[config.mk]
export PLATFORM = sky130hd
export DESIGN_NAME = alu_op_sequencer
export DESIGN_NICKNAME = d
export VERILOG_FILES = /design/src/rtl/alu_op_sequencer.sv
export SDC_FILE = /design/constraint.sdc
export NUM_CORES = 1
export LEC_CHECK = 0
export ABC_AREA = 1
export CAP_MARGIN = 20
export CORE_MARGIN = 2
export CORE_UTILIZATION = 30
export CTS_BUF_LIST = sky130_fd_sc_hd__clkbuf_4 sky130_fd_sc_hd__clkbuf_8 sky130_fd_sc_hd__clkbuf_16
export DETAILED_ROUTE_END_ITERATION = 8
export GPL_TIMING_DRIVEN = 0
export HOLD_SLACK_MARGIN = 0.12
export PLACE_DENSITY = 0.66
export SETUP_SLACK_MARGIN = 0.05
export SLEW_MARGIN = 20
export SYNTH_ARGS = -nofsm -noshare
export SYNTH_HDL_FRONTEND = slang
export SYNTH_SLANG_ARGS = --single-unit
export TNS_END_PERCENT = 30
[constraint.sdc]
create_clock -name clk -period 2.25 [get_ports clk]
set_input_delay 0.45 -clock clk [delete_from_list [all_inputs] [get_ports clk]]
set_output_delay 0.45 -clock clk [all_outputs]
set_load 0.005 [all_outputs]
[src/rtl/alu_op_sequencer.sv]
// Initiator for an external combinational ALU: accepts one request, drives registered operands,
// waits SETTLE cycles, then captures the result and returns it with zero/negative flags.
module alu_op_sequencer #(
  parameter int WIDTH  = 4,
  parameter int SETTLE = 1,
  parameter int CNT_W  = 8
) (
  input  logic             clk,
  input  logic             rst_n,
  input  logic             req_valid,
  output logic             req_ready,
  input  logic [WIDTH-1:0] req_a,
  input  logic [WIDTH-1:0] req_b,
  input  logic [1:0]       req_op,
  output logic [WIDTH-1:0] alu_a,
  output logic [WIDTH-1:0] alu_b,
  output logic [1:0]       alu_ctrl,
  input  logic [WIDTH-1:0] alu_z,
  output logic             rsp_valid,
  input  logic             rsp_ready,
  output logic [WIDTH-1:0] rsp_z,
  output logic             rsp_zero,
  output logic             rsp_neg,
  output logic [1:0]       rsp_op,
  output logic             busy,
  output logic [CNT_W-1:0] op_count
);

  typedef enum logic [1:0] {
    ST_IDLE = 2'd0,
    ST_WAIT = 2'd1,
    ST_RESP = 2'd2
  } state_t;

  localparam logic [3:0] SETTLE_M1 = 4'(SETTLE - 1);

  state_t           state_q, state_d;
  logic [3:0]       cnt_q, cnt_d;
  logic [WIDTH-1:0] alu_a_q, alu_a_d;
  logic [WIDTH-1:0] alu_b_q, alu_b_d;
  logic [1:0]       alu_ctrl_q, alu_ctrl_d;
  logic [WIDTH-1:0] rsp_z_q, rsp_z_d;
  logic             rsp_zero_q, rsp_zero_d;
  logic             rsp_neg_q, rsp_neg_d;
  logic [1:0]       rsp_op_q, rsp_op_d;
  logic             rsp_valid_q, rsp_valid_d;
  logic             req_ready_q, req_ready_d;
  logic             busy_q, busy_d;
  logic [CNT_W-1:0] op_count_q, op_count_d;

  // Next-state and output logic; ready/busy are registered from the next state so they never glitch.
  always_comb begin
    state_d     = state_q;
    cnt_d       = cnt_q;
    alu_a_d     = alu_a_q;
    alu_b_d     = alu_b_q;
    alu_ctrl_d  = alu_ctrl_q;
    rsp_z_d     = rsp_z_q;
    rsp_zero_d  = rsp_zero_q;
    rsp_neg_d   = rsp_neg_q;
    rsp_op_d    = rsp_op_q;
    rsp_valid_d = rsp_valid_q;
    op_count_d  = op_count_q;
    case (state_q)
      ST_IDLE: begin
        if (req_valid) begin
          alu_a_d    = req_a;
          alu_b_d    = req_b;
          alu_ctrl_d = req_op;
          cnt_d      = SETTLE_M1;
          state_d    = ST_WAIT;
        end else begin
          state_d    = ST_IDLE;
        end
      end
      ST_WAIT: begin
        if (cnt_q == 4'd0) begin
          rsp_z_d     = alu_z;
          rsp_zero_d  = (alu_z == {WIDTH{1'b0}});
          rsp_neg_d   = alu_z[WIDTH-1];
          rsp_op_d    = alu_ctrl_q;
          rsp_valid_d = 1'b1;
          state_d     = ST_RESP;
        end else begin
          cnt_d       = cnt_q - 4'd1;
        end
      end
      ST_RESP: begin
        if (rsp_ready) begin
          rsp_valid_d = 1'b0;
          op_count_d  = op_count_q + CNT_W'(1);
          state_d     = ST_IDLE;
        end else begin
          rsp_valid_d = 1'b1;
        end
      end
      default: begin
        state_d     = ST_IDLE;
        rsp_valid_d = 1'b0;
      end
    endcase
    req_ready_d = (state_d == ST_IDLE);
    busy_d      = (state_d != ST_IDLE);
  end

  // State and output registers.
  always_ff @(posedge clk or negedge rst_n) begin
    if (!rst_n) begin
      state_q     <= ST_IDLE;
      cnt_q       <= 4'd0;
      alu_a_q     <= {WIDTH{1'b0}};
      alu_b_q     <= {WIDTH{1'b0}};
      alu_ctrl_q  <= 2'd0;
      rsp_z_q     <= {WIDTH{1'b0}};
      rsp_zero_q  <= 1'b0;
      rsp_neg_q   <= 1'b0;
      rsp_op_q    <= 2'd0;
      rsp_valid_q <= 1'b0;
      req_ready_q <= 1'b1;
      busy_q      <= 1'b0;
      op_count_q  <= {CNT_W{1'b0}};
    end else begin
      state_q     <= state_d;
      cnt_q       <= cnt_d;
      alu_a_q     <= alu_a_d;
      alu_b_q     <= alu_b_d;
      alu_ctrl_q  <= alu_ctrl_d;
      rsp_z_q     <= rsp_z_d;
      rsp_zero_q  <= rsp_zero_d;
      rsp_neg_q   <= rsp_neg_d;
      rsp_op_q    <= rsp_op_d;
      rsp_valid_q <= rsp_valid_d;
      req_ready_q <= req_ready_d;
      busy_q      <= busy_d;
      op_count_q  <= op_count_d;
    end
  end

  assign req_ready = req_ready_q;
  assign busy      = busy_q;
  assign alu_a     = alu_a_q;
  assign alu_b     = alu_b_q;
  assign alu_ctrl  = alu_ctrl_q;
  assign rsp_valid = rsp_valid_q;
  assign rsp_z     = rsp_z_q;
  assign rsp_zero  = rsp_zero_q;
  assign rsp_neg   = rsp_neg_q;
  assign rsp_op    = rsp_op_q;
  assign op_count  = op_count_q;

endmodule

# Yosys cells after proc, flatten, opt, wreduce, memory -nomap -nowiden
# Cells that the tools add are included.
[classes]
n_addsub = 2
n_eq_ne = 5
n_mux = 10
bitwise = 1
n_reduce_logical = 11
[ops]
columns = ["operator", "n"]
rows = [
  ["adder 8 x 1 -> 8 bit, second input constant", 1],
  ["logical NOT 4 bit", 2],
  ["two-way mux 4 bit", 2],
  ["one-hot mux 4 bit (2 select lines)", 1],
  ["AND reduction 2 bit", 4],
  ["inequality test 2 bit, second input constant", 3],
  ["one-hot mux 2 bit (3 select lines)", 1],
  ["logical NOT 2 bit", 2],
  ["two-way mux 2 bit", 2],
  ["nonzero test 2 bit", 2],
  ["subtractor 4 x 1 -> 4 bit, second input constant", 1],
  ["two-way mux 1 bit", 3],
  ["one-hot mux 1 bit (3 select lines)", 1],
  ["AND reduction 3 bit", 1],
  ["equality test 2 x 1 -> 1 bit, second input constant", 1],
  ["equality test 2 bit, second input constant", 1],
  ["NOT 1 bit", 1],
]
[word_totals]
regBits = 35
input_bits = 18
out_inout_bits = 29
word_cells = 42

# Longest topological paths before layout
# Gate-level depths: netlist (run 1).
[logic_depth]
word_depth = 4
ltp_mapped = 9
mapped_depth_nobuf = 8

# Least setup slack after synthesis (run 1)
# OpenSTA, ideal clock, no wires.
[synth_timing]
path_type = "reg-to-reg"
from = "register state_q[0]"
to = "register alu_a_q[0], in the netlist alu_a[0]"
setup_ns = 0.125
t_arrival_ns = 1.254
t_required_ns = 2.125
slack_ns = 0.871
path_stages_with_launch = 6
path_buffers = 1
synth_period_minus_slack_ns = 1.379
path_cell_list = "dfrtp_1 inv_1 ha_1 nand2_2 buf_6 mux2_4"
[synth_via]
elab_chain_cells = 2
[synth_lines]
columns = ["element", "line_no", "rtl"]
rows = [
  ["from (decl)", "37", "state_t state_q, state_d;"],
  ["from (signal assigned)", "123", "state_q <= state_d;"],
  ["logical NOT 2 bit", "64", "case (state_q)"],
  ["AND reduction 2 bit (no line)", "--", ""],
  ["to (signal assigned)", "111", "alu_a_q <= {WIDTH{1'b0}};"],
  ["to (signal assigned)", "125", "alu_a_q <= alu_a_d;"],
  ["to (decl)", "39", "logic [WIDTH-1:0] alu_a_q, alu_a_d;"],
]
# Every way passes these cells.
# A chain may end at the register's enable or synchronous reset.

# Worst setup path after layout (run 1)
[layout_timing]
from = "register req_ready_q, in the netlist req_ready"
to = "output req_ready"
[layout_lines]
columns = ["element", "line_no", "rtl"]
rows = [
  ["from (decl)", "47", "logic req_ready_q, req_ready_d;"],
  ["from (signal assigned)", "133", "req_ready_q <= req_ready_d;"],
  ["to (decl)", "11", "output logic req_ready,"],
]
# No word-level cell between the ends.

==> results of run 1 <==
==> state kept, by name, indices dropped and copies added, names as in the netlist <==
signal / flops
op_count: 8
alu_a: 4
alu_b: 4
cnt_q: 4
rsp_z: 4
alu_ctrl: 2
rsp_op: 2
state_q: 2
busy: 1
req_ready: 1
rsp_valid: 1
rsp_zero: 1
==> placed cells by master (no fill, tap or decap), types with 3 or more instances in the layout <==
master and count:
nand2_2 4, ha_1 7, o21ai_2 6, nand2_1 32, dfrtp_1 33, mux2_4 5, clkbuf_8 5, nand3_1 10
xor2_1 6, o21ai_1 4, clkdlybuf4s50_1 45, inv_1 19, nor2_1 6, mux2_1 3
==> cell families (layout without fill, tap and decap cells) <==
logic type | Yosys count | count (layout) | synth area share [%]
buffers and inverters | 25 | 81 | 7.25
flip-flops | 34 | 34 | 53.1
multiplexers | 9 | 9 | 7.48
AND/OR/NAND/NOR | 57 | 57 | 16.4
AO/OA/AOI/OAI | 15 | 15 | 6.55
XOR/XNOR | 7 | 7 | 3.82
adder cells (fa/ha/maj) | 7 | 7 | 5.46
==> Yosys cell counts <==
master	count
dfrtp_1	33
nand2_1	32
inv_1	19
nand3_1	10
ha_1	7
nor2_1	6
o21ai_2	6
xor2_1	6
mux2_4	5
nand2_2	4
o21ai_1	4
mux2_1	3
a21oi_1	2
buf_4	2
buf_6	2
inv_2	2
o21bai_1	2
dfstp_2	1
mux2_2	1
nand2_4	1
nand4_1	1
nor3_1	1
nor3_2	1
nor3b_2	1
o21a_1	1
xnor2_1	1
==> worst min-delay path, cell delays in order, from the launching register on <==
cell     delay, ns
dfrtp_1       0.35
nand2_1       0.05
nand2_1       0.04
==> path summary, 6_finish.rpt <==
kind | startpoint | to | slack [ns] | cells past startpoint
worst max-delay path | req_ready | req_ready | 0.50 | 1
worst min-delay path | rsp_z[1] | rsp_z[1] | 0.47 | 2
worst max register to register | state_q[0] | alu_a[1] | 0.74 | 5
worst min register to register | rsp_z[1] | rsp_z[1] | 0.47 | 2
max in group asynchronous | rst_n | op_count[1] | 1.21 | 3
min in group asynchronous | rst_n | state_q[0] | 0.62 | 2
==> per-layer routing <==
layer	up-vias	share of wire, %	GRT usage [%]
li1	596	-	-
met1	530	47	14.4
met2	36	45	17.7
met3	4	7.1	4.47
met4	0	0.79	4.29
met5	-	0	0
==> through the flow <==
stage          hold slack [ns]  power [mW]  cell area [sq um]  cells
6_report                 0.472        3.11               2300    280
5_1_grt                  0.499        3.37               2300    280
4_1_cts                  0.478        3.17               2300    280
3_5_place_dp             0.386        2.57               2180    271
3_3_place_gp             0.458        2.55               2150    270
2_1_floorplan            0.154        1.92               1610    154
==> power by group <==
group          total, mW  switching (mW)  internal (mW)
sequential          1.07           0.176          0.891
combinational       1.48           0.657          0.821
clock              0.564           0.209          0.355
total               3.11            1.04           2.07
==> cell type report <==
type | instances | area [sq um]
inverters | 21 | 78.8
repair buffers | 48 | 493
plain buffers | 4 | 37.5
fillers | 529 | 2840
clock buffers | 7 | 83.8
clock inverters | 1 | 30.0
multi-input cells | 95 | 637
flip-flops and latches | 34 | 852
well taps | 70 | 87.6
==> impl_metrics.csv, run 1 <==
group,metric,value,unit
finish,nets,234,
logic_synthesis,avgSynthCellArea,10.4,sq um
finish,drive_above_1_share,17.1,%
critical_path,slowest_delay,0.52,ns
global_route,overflow,0,
global_route,grt_pass1_wl,5360,microns
global_route,track_usage,11.4,%
clocking,postCtsHoldBufs,1,
floorplan,initial_utilization,31.2,%
floorplan,boundaryPins,47,
route,post_drt_wl_per_cell,10.8,microns
outcome,outcome,"completed",
logic_synthesis,ys_types,26,
critical_path,cpMaxStageDelayCell,"dfstp_2",
worst_hold_path,hold_path.class,"flip-flop to flip-flop",
global_route,antenna_found_initial,0,
route,drt_pass1_iterations,4,
clocking,post_cts_buffers,0,
clocking,clock_latency,0.28,ns
route,route.vias.total,1166,
sta,finalCriticalPeriod,1.75,ns
power,power_density,1350,mW/mm^2
sta,rsz0062_at_grt,"false",
critical_path,crit_fanout,1,
critical_path,cp-start-kind,"flip-flop",
critical_path,critical_path_class,"flip-flop to primary output",
global_route,grt_pass1_vias,1195,
placed_design,place_congestion,0.711,
critical_path,cp_top_family,"flip-flops",
logic_synthesis,synthCells,154,
logic_synthesis,synth_top_cell_by_area,"dfrtp_1",
sta,setup_tns,0,ns
logic_synthesis,synthTopCellsByArea,"dfrtp_1 51%, nand2_1 7.5%, ha_1 5.5%",
floorplan,placementRows,26,
sta,finalWorstSetupSlack,0.502,ns
clocking,clk_pin_slew_worst_paths,0.07,ns
logic_synthesis,syn_area,0.00161,sq mm
logic_synthesis,yosys_warnings,0,
clocking,numCtsBuffers,5,
job,maxCapViolCount,0,
clocking,post_cts_resize_count,0,
critical_path,arrival,1.30,ns
critical_path,cp.required,1.80,ns
clocking,root_buffer,"clkbuf_8",
placed_design,hpwlAfterDp,2300,microns
route,drc,0,
logic_synthesis,ys_seq_elements,34,
clocking,clock-sinks,34,
logic_synthesis,seq_area_frac_synth,53.1,%
sta,maxSlewHeadroom,75.8,%
power,p_leak,1.09,nW
floorplan,die_width,77.2,microns
placed_design,io_buffers,46,
route,ant_nets,0,
power,max-vdd-ir-drop,0.000674,V
critical_path,crit_path_end_kind,"primary output",
clocking,cts_htree_levels,2,
sta,finClkSkew,0.00683,ns
sta,worst_pin_slew,0.363,ns
sta,drv_slew,0,
sta,fmax,572,MHz
floorplan,die_area,0.00595,sq mm
critical_path,crit_chain,"clkdlybuf4s50_1",
logic_synthesis,synth_nets,179,
critical_path,crit_buf_inv,1,
route,drtIter0Drc,43,
finish,syn_to_final_growth,43.3,%
logic_synthesis,yosysTopAreaCellShare,51.4,%
sta,timing.final.crit_share,77.7,%
floorplan,fp.coreArea,0.00514,sq mm
global_route,grt_max_degree,22,
placed_design,post-place-ws,0.520,ns
route,vias_per_cell,4.16,
clocking,tritoncts,"done",
clocking,cts_buffer_depth,2,
finish,insertedDiodeCount,0,
sta,hold_violations,0,
floorplan,die_h,77.2,microns
route,wirelength,3020,microns
sta,setup-violations-final,0,
finish,final_util,44.7,%
(Power assumes the default switching activity.)
==> run 2: changes to the inputs <==
--- a/config.mk
+++ b/config.mk
@@ -13,7 +13,7 @@
 export DETAILED_ROUTE_END_ITERATION = 8
 export GPL_TIMING_DRIVEN = 0
 export HOLD_SLACK_MARGIN = 0.12
-export PLACE_DENSITY = 0.66
+export PLACE_DENSITY = 0.68
 export SETUP_SLACK_MARGIN = 0.05
 export SLEW_MARGIN = 20
 export SYNTH_ARGS = -nofsm -noshare
==> constraint.sdc (replaced) <==
create_clock -name clk -period 1.57 [get_ports clk]
set_input_delay 0.314 -clock clk [delete_from_list [all_inputs] [get_ports clk]]
set_output_delay 0.314 -clock clk [all_outputs]
set_load 0.005 [all_outputs]
==> run 2 against run 1 <==
Design area rose by 1.2%. Sequential share of layout area fell by 0.38 points. Utilization grew 0.54 points. Worst setup slack lost 0.43 ns. Register-to-register slack got worse by 0.63 ns. Cell count rose by 1.1%. Largest cell class unchanged. Highest routed layer unchanged.
==> impl_metrics.csv, run 2 (synthesis gave the netlist of run 1 again) <==
group,metric,value,unit
outcome,outcome,"completed",
route,wirelength,3050,microns
critical_path,rr_startpoint,"state_q[0]",
sta,rsz0062_at_grt,"true",
placed_design,placed_cells,271,
floorplan,die_h,77.2,microns
clocking,clock-sinks,34,
power,max-vdd-ir-drop,0.000789,V
global_route,antenna_found_initial,0,
clocking,cts_htree_levels,2,
worst_hold_path,hold_end,"rsp_z[0]",
finish,drive_above_1_share,19.2,%
clocking,clk_pin_slew_worst_paths,0.07,ns
global_route,overflow,0,
critical_path,cp_top_family,"buffers and inverters",
route,post_drt_wl_per_cell,10.8,microns
placed_design,io_buffers,46,
clocking,clock_latency,0.28,ns
sta,maxSlewHeadroom,72.9,%
finish,largest_reg_flops,8,
route,drt_pass1_iterations,4,
placed_design,hpwlAfterDp,2320,microns
critical_path,worstRegToRegCells,5,
floorplan,placementRows,26,
global_route,grt_max_degree,20,
route,ant_nets,0,
job,maxCapViolCount,0,
route,drtIter0Drc,52,
route,highest_layer,"met4",
sta,timing.final.crit_share,95.6,%
critical_path,cpMaxStageDelayCell,"clkdlybuf4s50_1",
sta,setup_tns,0,ns
critical_path,crit_path_end_kind,"primary output",
route,dr_wl_met3,231,microns
sta,finalCriticalPeriod,1.50,ns
sta,worst_pin_slew,0.407,ns
critical_path,cp-start-kind,"flip-flop",
finish,final_common_cell,"clkdlybuf4s50_1",
floorplan,initial_utilization,31.2,%
finish,fill_cells,530,
critical_path,slowest_delay,0.52,ns
sta,finClkSkew,0.00286,ns
finish,syn_to_final_growth,45.0,%
sta,fmax,666,MHz
clocking,cts_buffer_depth,2,
finish,insertedDiodeCount,0,
clocking,numCtsBuffers,5,
worst_hold_path,hold_path.class,"flip-flop to flip-flop",
global_route,track_usage,11.4,%
critical_path,cp.required,1.26,ns
sta,drv_slew,0,
critical_path,crit_fanout,2,
critical_path,crit_chain,"clkdlybuf4s50_1",
placed_design,place_congestion,0.802,
route,drc,0,
sta,setup-violations-final,0,
finish,mostFrequentLayoutCells,"43 x clkdlybuf4s50_1, 32 x nand2_1, 32 x dfrtp_1",
critical_path,critical_path_class,"flip-flop to primary output",
worst_hold_path,min_from,"rsp_z[0]",
critical_path,r2r_setup_slack,0.11,ns
floorplan,boundaryPins,47,
route,wl_met1,1410,microns
power,p_leak,1.13,nW
critical_path,crit_buf_inv,1,
clocking,tritoncts,"done",
floorplan,die_width,77.2,microns
critical_path,timing.rr.end,"alu_b[2]",
power,power_density,1890,mW/mm^2
finish,nets,237,
finish,final_cell_area,0.00233,sq mm
route,route.vias.total,1172,
floorplan,die_area,0.00595,sq mm
finish,fin_cells,283,
placed_design,dpl-instance-area,0.00218,sq mm
global_route,grt_pass1_wl,5360,microns
clocking,root_buffer,"clkbuf_8",
global_route,grt_pass1_vias,1149,
critical_path,arrival,1.19,ns
worst_hold_path,holdPathStages,2,
route,wl_met2,1370,microns
sta,hold_violations,0,
route,vias_per_cell,4.14,
floorplan,fp.coreArea,0.00514,sq mm
## run 2: timing repair
item	4_1_cts	5_1_grt
endpoints found under the hold margin	14	0
hold buffers	1	0
pin swaps	0	1
cloned	0	0
resized for setup	2	6
buffers inserted	0	3
setup endpoints to repair	9	20
## run 2: worst max path at each step
stage | from | cells after the start | to | slack, ns
after detailed placement | rsp_ready | 5 | op_count[4] | -0.02
after global routing | state_q[0] | 7 | op_count[6] | 0.009
final | op_count[7] | 1 | op_count[7] | 0.07
after CTS | op_count[3] | 1 | op_count[3] | 0.03
after global placement | rst_n | 1 | alu_b[3] | -0.62
after floorplan | state_q[0] | 5 | alu_a[0] | 0.19
## run 2: final cells by class
cell class                 count  area (sq um)  share of cell area [%]
sequential                    34           853                    36.7
clock buffer                   7          90.1                    3.87
multi-input combinational     95           662                    28.4
timing repair buffer          51           513                    22.0
tap                           70          87.6                    3.76
clock inverter                 1          5.00                   0.215
buffer                         4          37.5                    1.61
inverter                      21          78.8                    3.39
## run 2: power by group
group          leakage (nW)  total [mW]  switching, mW  internal (mW)
logic                 0.665        2.20          0.995           1.21
registers             0.412        1.52          0.236           1.28
clock network        0.0517       0.673          0.302          0.371
total                  1.13        4.39           1.53           2.86
## run 2: metal layers
| metal | up-vias | GRT usage, % |
|---|---|---|
| met4 | 0 | 4.29 |
| li1 | 601 | - |
| met3 | 5 | 4.47 |
| met5 | - | 0 |
| met1 | 530 | 15.0 |
| met2 | 36 | 17.0 |
## run 2: per-stage QoR
step	util, %	power [mW]	hold WS [ns]	worst slack, ns
3_3_place_gp	41.9	3.65	0.458	-0.619
6_report	45.3	4.39	0.469	0.0692
5_1_grt	45.3	4.80	0.521	0.00915
3_5_place_dp	42.3	3.70	0.269	-0.0153
4_1_cts	44.3	4.39	0.477	0.0346
2_1_floorplan	-	2.75	0.0184	0.191
==> run 3: changes to the inputs <==
--- a/config.mk
+++ b/config.mk
@@ -14,7 +14,7 @@
 export GPL_TIMING_DRIVEN = 0
 export HOLD_SLACK_MARGIN = 0.12
 export PLACE_DENSITY = 0.68
-export SETUP_SLACK_MARGIN = 0.05
+export SETUP_SLACK_MARGIN = 0.5
 export SLEW_MARGIN = 20
 export SYNTH_ARGS = -nofsm -noshare
 export SYNTH_HDL_FRONTEND = slang
==> run 3 against run 2 <==
Fmax is 6.0% higher. Utilization grew 4.6 points. Non-clock buffer count up 22. Combinational power is 25% higher. First-iteration DRC count decreased by 44%. Die area is the same. Clock-buffer cell count is the same. Sequential share of layout area decreased by 3.3 points. Highest routed layer unchanged.
==> impl_metrics.csv, run 3 (synthesis gave the netlist of run 1 again) <==
group,metric,value,unit
global_route,overflow,0,
critical_path,worstRegToRegCells,6,
route,drc,0,
route,drtIter0Drc,29,
clocking,cts_buffer_depth,2,
power,p_sw,1.78,mW
route,post_drt_wl_per_cell,11.4,microns
finish,final_common_cell,"dfrtp_1",
clocking,cts_htree_levels,2,
critical_path,critical_path_class,"flip-flop to flip-flop",
sta,fmax,706,MHz
placed_design,placed_cells,271,
sta,drv_slew,0,
clocking,clock-sinks,34,
finish,final_util,49.9,%
global_route,grt_pass1_wl,5820,microns
power,internal_power,3.30,mW
route,wirelength,3470,microns
floorplan,die_h,77.2,microns
route,route.vias.total,1273,
finish,insertedDiodeCount,0,
finish,drive_above_1_share,39.1,%
clocking,root_buffer,"clkbuf_8",
clocking,clk_pin_slew_worst_paths,0.07,ns
sta,rsz0062_at_grt,"true",
finish,seqCellArea,855,sq um
job,maxCapViolCount,0,
route,drt_pass1_iterations,4,
worst_hold_path,hold_end,"rsp_zero",
global_route,grt_max_degree,20,
power,power_frac_seq,29.9,%
critical_path,rr_startpoint,"state_q[1]",
finish,fill_cells,501,
sta,maxSlewHeadroom,72.1,%
critical_path,crit_fanout,10,
power,comb_power_share,54.2,%
power,power_density,1980,mW/mm^2
route,vias_per_cell,4.17,
power,p_leak,1.29,nW
finish,mostFrequentLayoutCells,"31 x dfrtp_1, 27 x nand2_1, 22 x buf_4",
power,clockPowerShare,15.9,%
global_route,track_usage,12.3,%
power,max-vdd-ir-drop,0.000756,V
finish,multi_input_area,727,sq um
sta,finalWorstSetupSlack,0.154,ns
power,power.total,5.09,mW
worst_hold_path,min_from,"rsp_zero",
sta,setup-violations-final,0,
floorplan,placementRows,26,
sta,worst_pin_slew,0.419,ns
sta,hold_violations,0,
floorplan,initial_utilization,31.2,%
placed_design,post-place-ws,-0.0181,ns
finish,nets,259,
global_route,grt_pass1_vias,1237,
floorplan,fp.coreArea,0.00514,sq mm
placed_design,hpwlAfterDp,2430,microns
outcome,outcome,"completed",
route,ant_nets,0,
clocking,numCtsBuffers,5,
clocking,tritoncts,"done",
placed_design,place_congestion,0.746,
critical_path,timing.rr.end,"alu_b[3]",
sta,timing.final.crit_share,90.2,%
critical_path,cp.required,1.73,ns
clocking,clock_latency,0.28,ns
finish,largest_reg_flops,8,
finish,fin_cells,305,
power,switching_share,35.0,%
placed_design,io_buffers,46,
critical_path,r2r_setup_slack,0.15,ns
critical_path,cp-start-kind,"flip-flop",
floorplan,die_width,77.2,microns
floorplan,boundaryPins,47,
finish,syn_to_final_growth,59.6,%
critical_path,crit_path_end_kind,"flip-flop",
worst_hold_path,hold_path.class,"flip-flop to flip-flop",
floorplan,die_area,0.00595,sq mm
sta,finalCriticalPeriod,1.42,ns
worst_hold_path,holdPathStages,2,
sta,finClkSkew,0.00857,ns
critical_path,arrival,1.58,ns
global_route,antenna_found_initial,0,
-- run 3: worst max-delay path, cell delays in order, from the launching register on --
cell and delay (ns):
dfrtp_2 0.44, inv_4 0.08, buf_12 0.10, ha_4 0.15, nand2_4 0.08, buf_12 0.16, mux2_4 0.29
-- run 3: stage by stage --
stage	TNS, ns	hold WS, ns	cell area (sq um)
floorplan	0	0.0184	1620
global placement	-19.94	0.458	2160
detailed placement	-0.0181	0.269	2190
CTS	0	0.484	2410
global route	0	0.512	2560
finish	0	0.481	2560
-- run 3: power groups by stage --
stage                     Combinational (mW)  Clock (mW)  Sequential (mW)
final                                   2.76       0.808             1.52
after global routing                    3.04       0.878             1.58
after CTS                               2.36       0.843             1.50
after detailed placement                2.20           0             1.55
after global placement                  2.16           0             1.53
after floorplan                         1.25           0             1.54
-- run 3: repair_timing --
| item | in CTS | in global routing |
|---|---|---|
| endpoints found under the setup margin | 63 | 64 |
| gates resized for setup | 90 | 20 |
| hold buffers | 1 | 0 |
| pin swaps | 3 | 5 |
| endpoints found under the hold margin | 15 | 0 |
| buffers inserted | 17 | 7 |
| gates cloned | 0 | 1 |
-- run 3: layer usage --
| metal | vias up | GRT usage (%) | wire [microns] | part of all wire (%) |
|---|---|---|---|---|
| li1 | 644 | - | - | - |
| met1 | 590 | 15.1 | 1540 | 44 |
| met2 | 33 | 20.5 | 1700 | 49 |
| met3 | 6 | 3.88 | 189 | 5.4 |
| met4 | 0 | 3.75 | 46 | 1.3 |
| met5 | - | 0 | 0 | 0 |
-- run 3: worst max path at each step --
stage / start / depth (start not counted) / endpoint / slack [ns]
after floorplan: state_q[0] / 5 / alu_a[0] / 0.26
after global placement: rst_n / 1 / op_count[4] / -0.60
after detailed placement: rsp_ready / 5 / op_count[4] / -0.02
after CTS: state_q[0] / 5 / alu_b[3] / 0.18
after global routing: state_q[1] / 6 / alu_b[3] / 0.10
final: state_q[1] / 6 / alu_b[3] / 0.15
-- run 3: layout make-up --
class                      count  area share (%)
inverter                      21            3.37
buffer                         4            2.25
timing repair buffer          73            24.8
clock buffer                   7            3.27
tap                           70            3.42
sequential                    34            33.3
clock inverter                 1            1.17
multi-input combinational     95            28.4
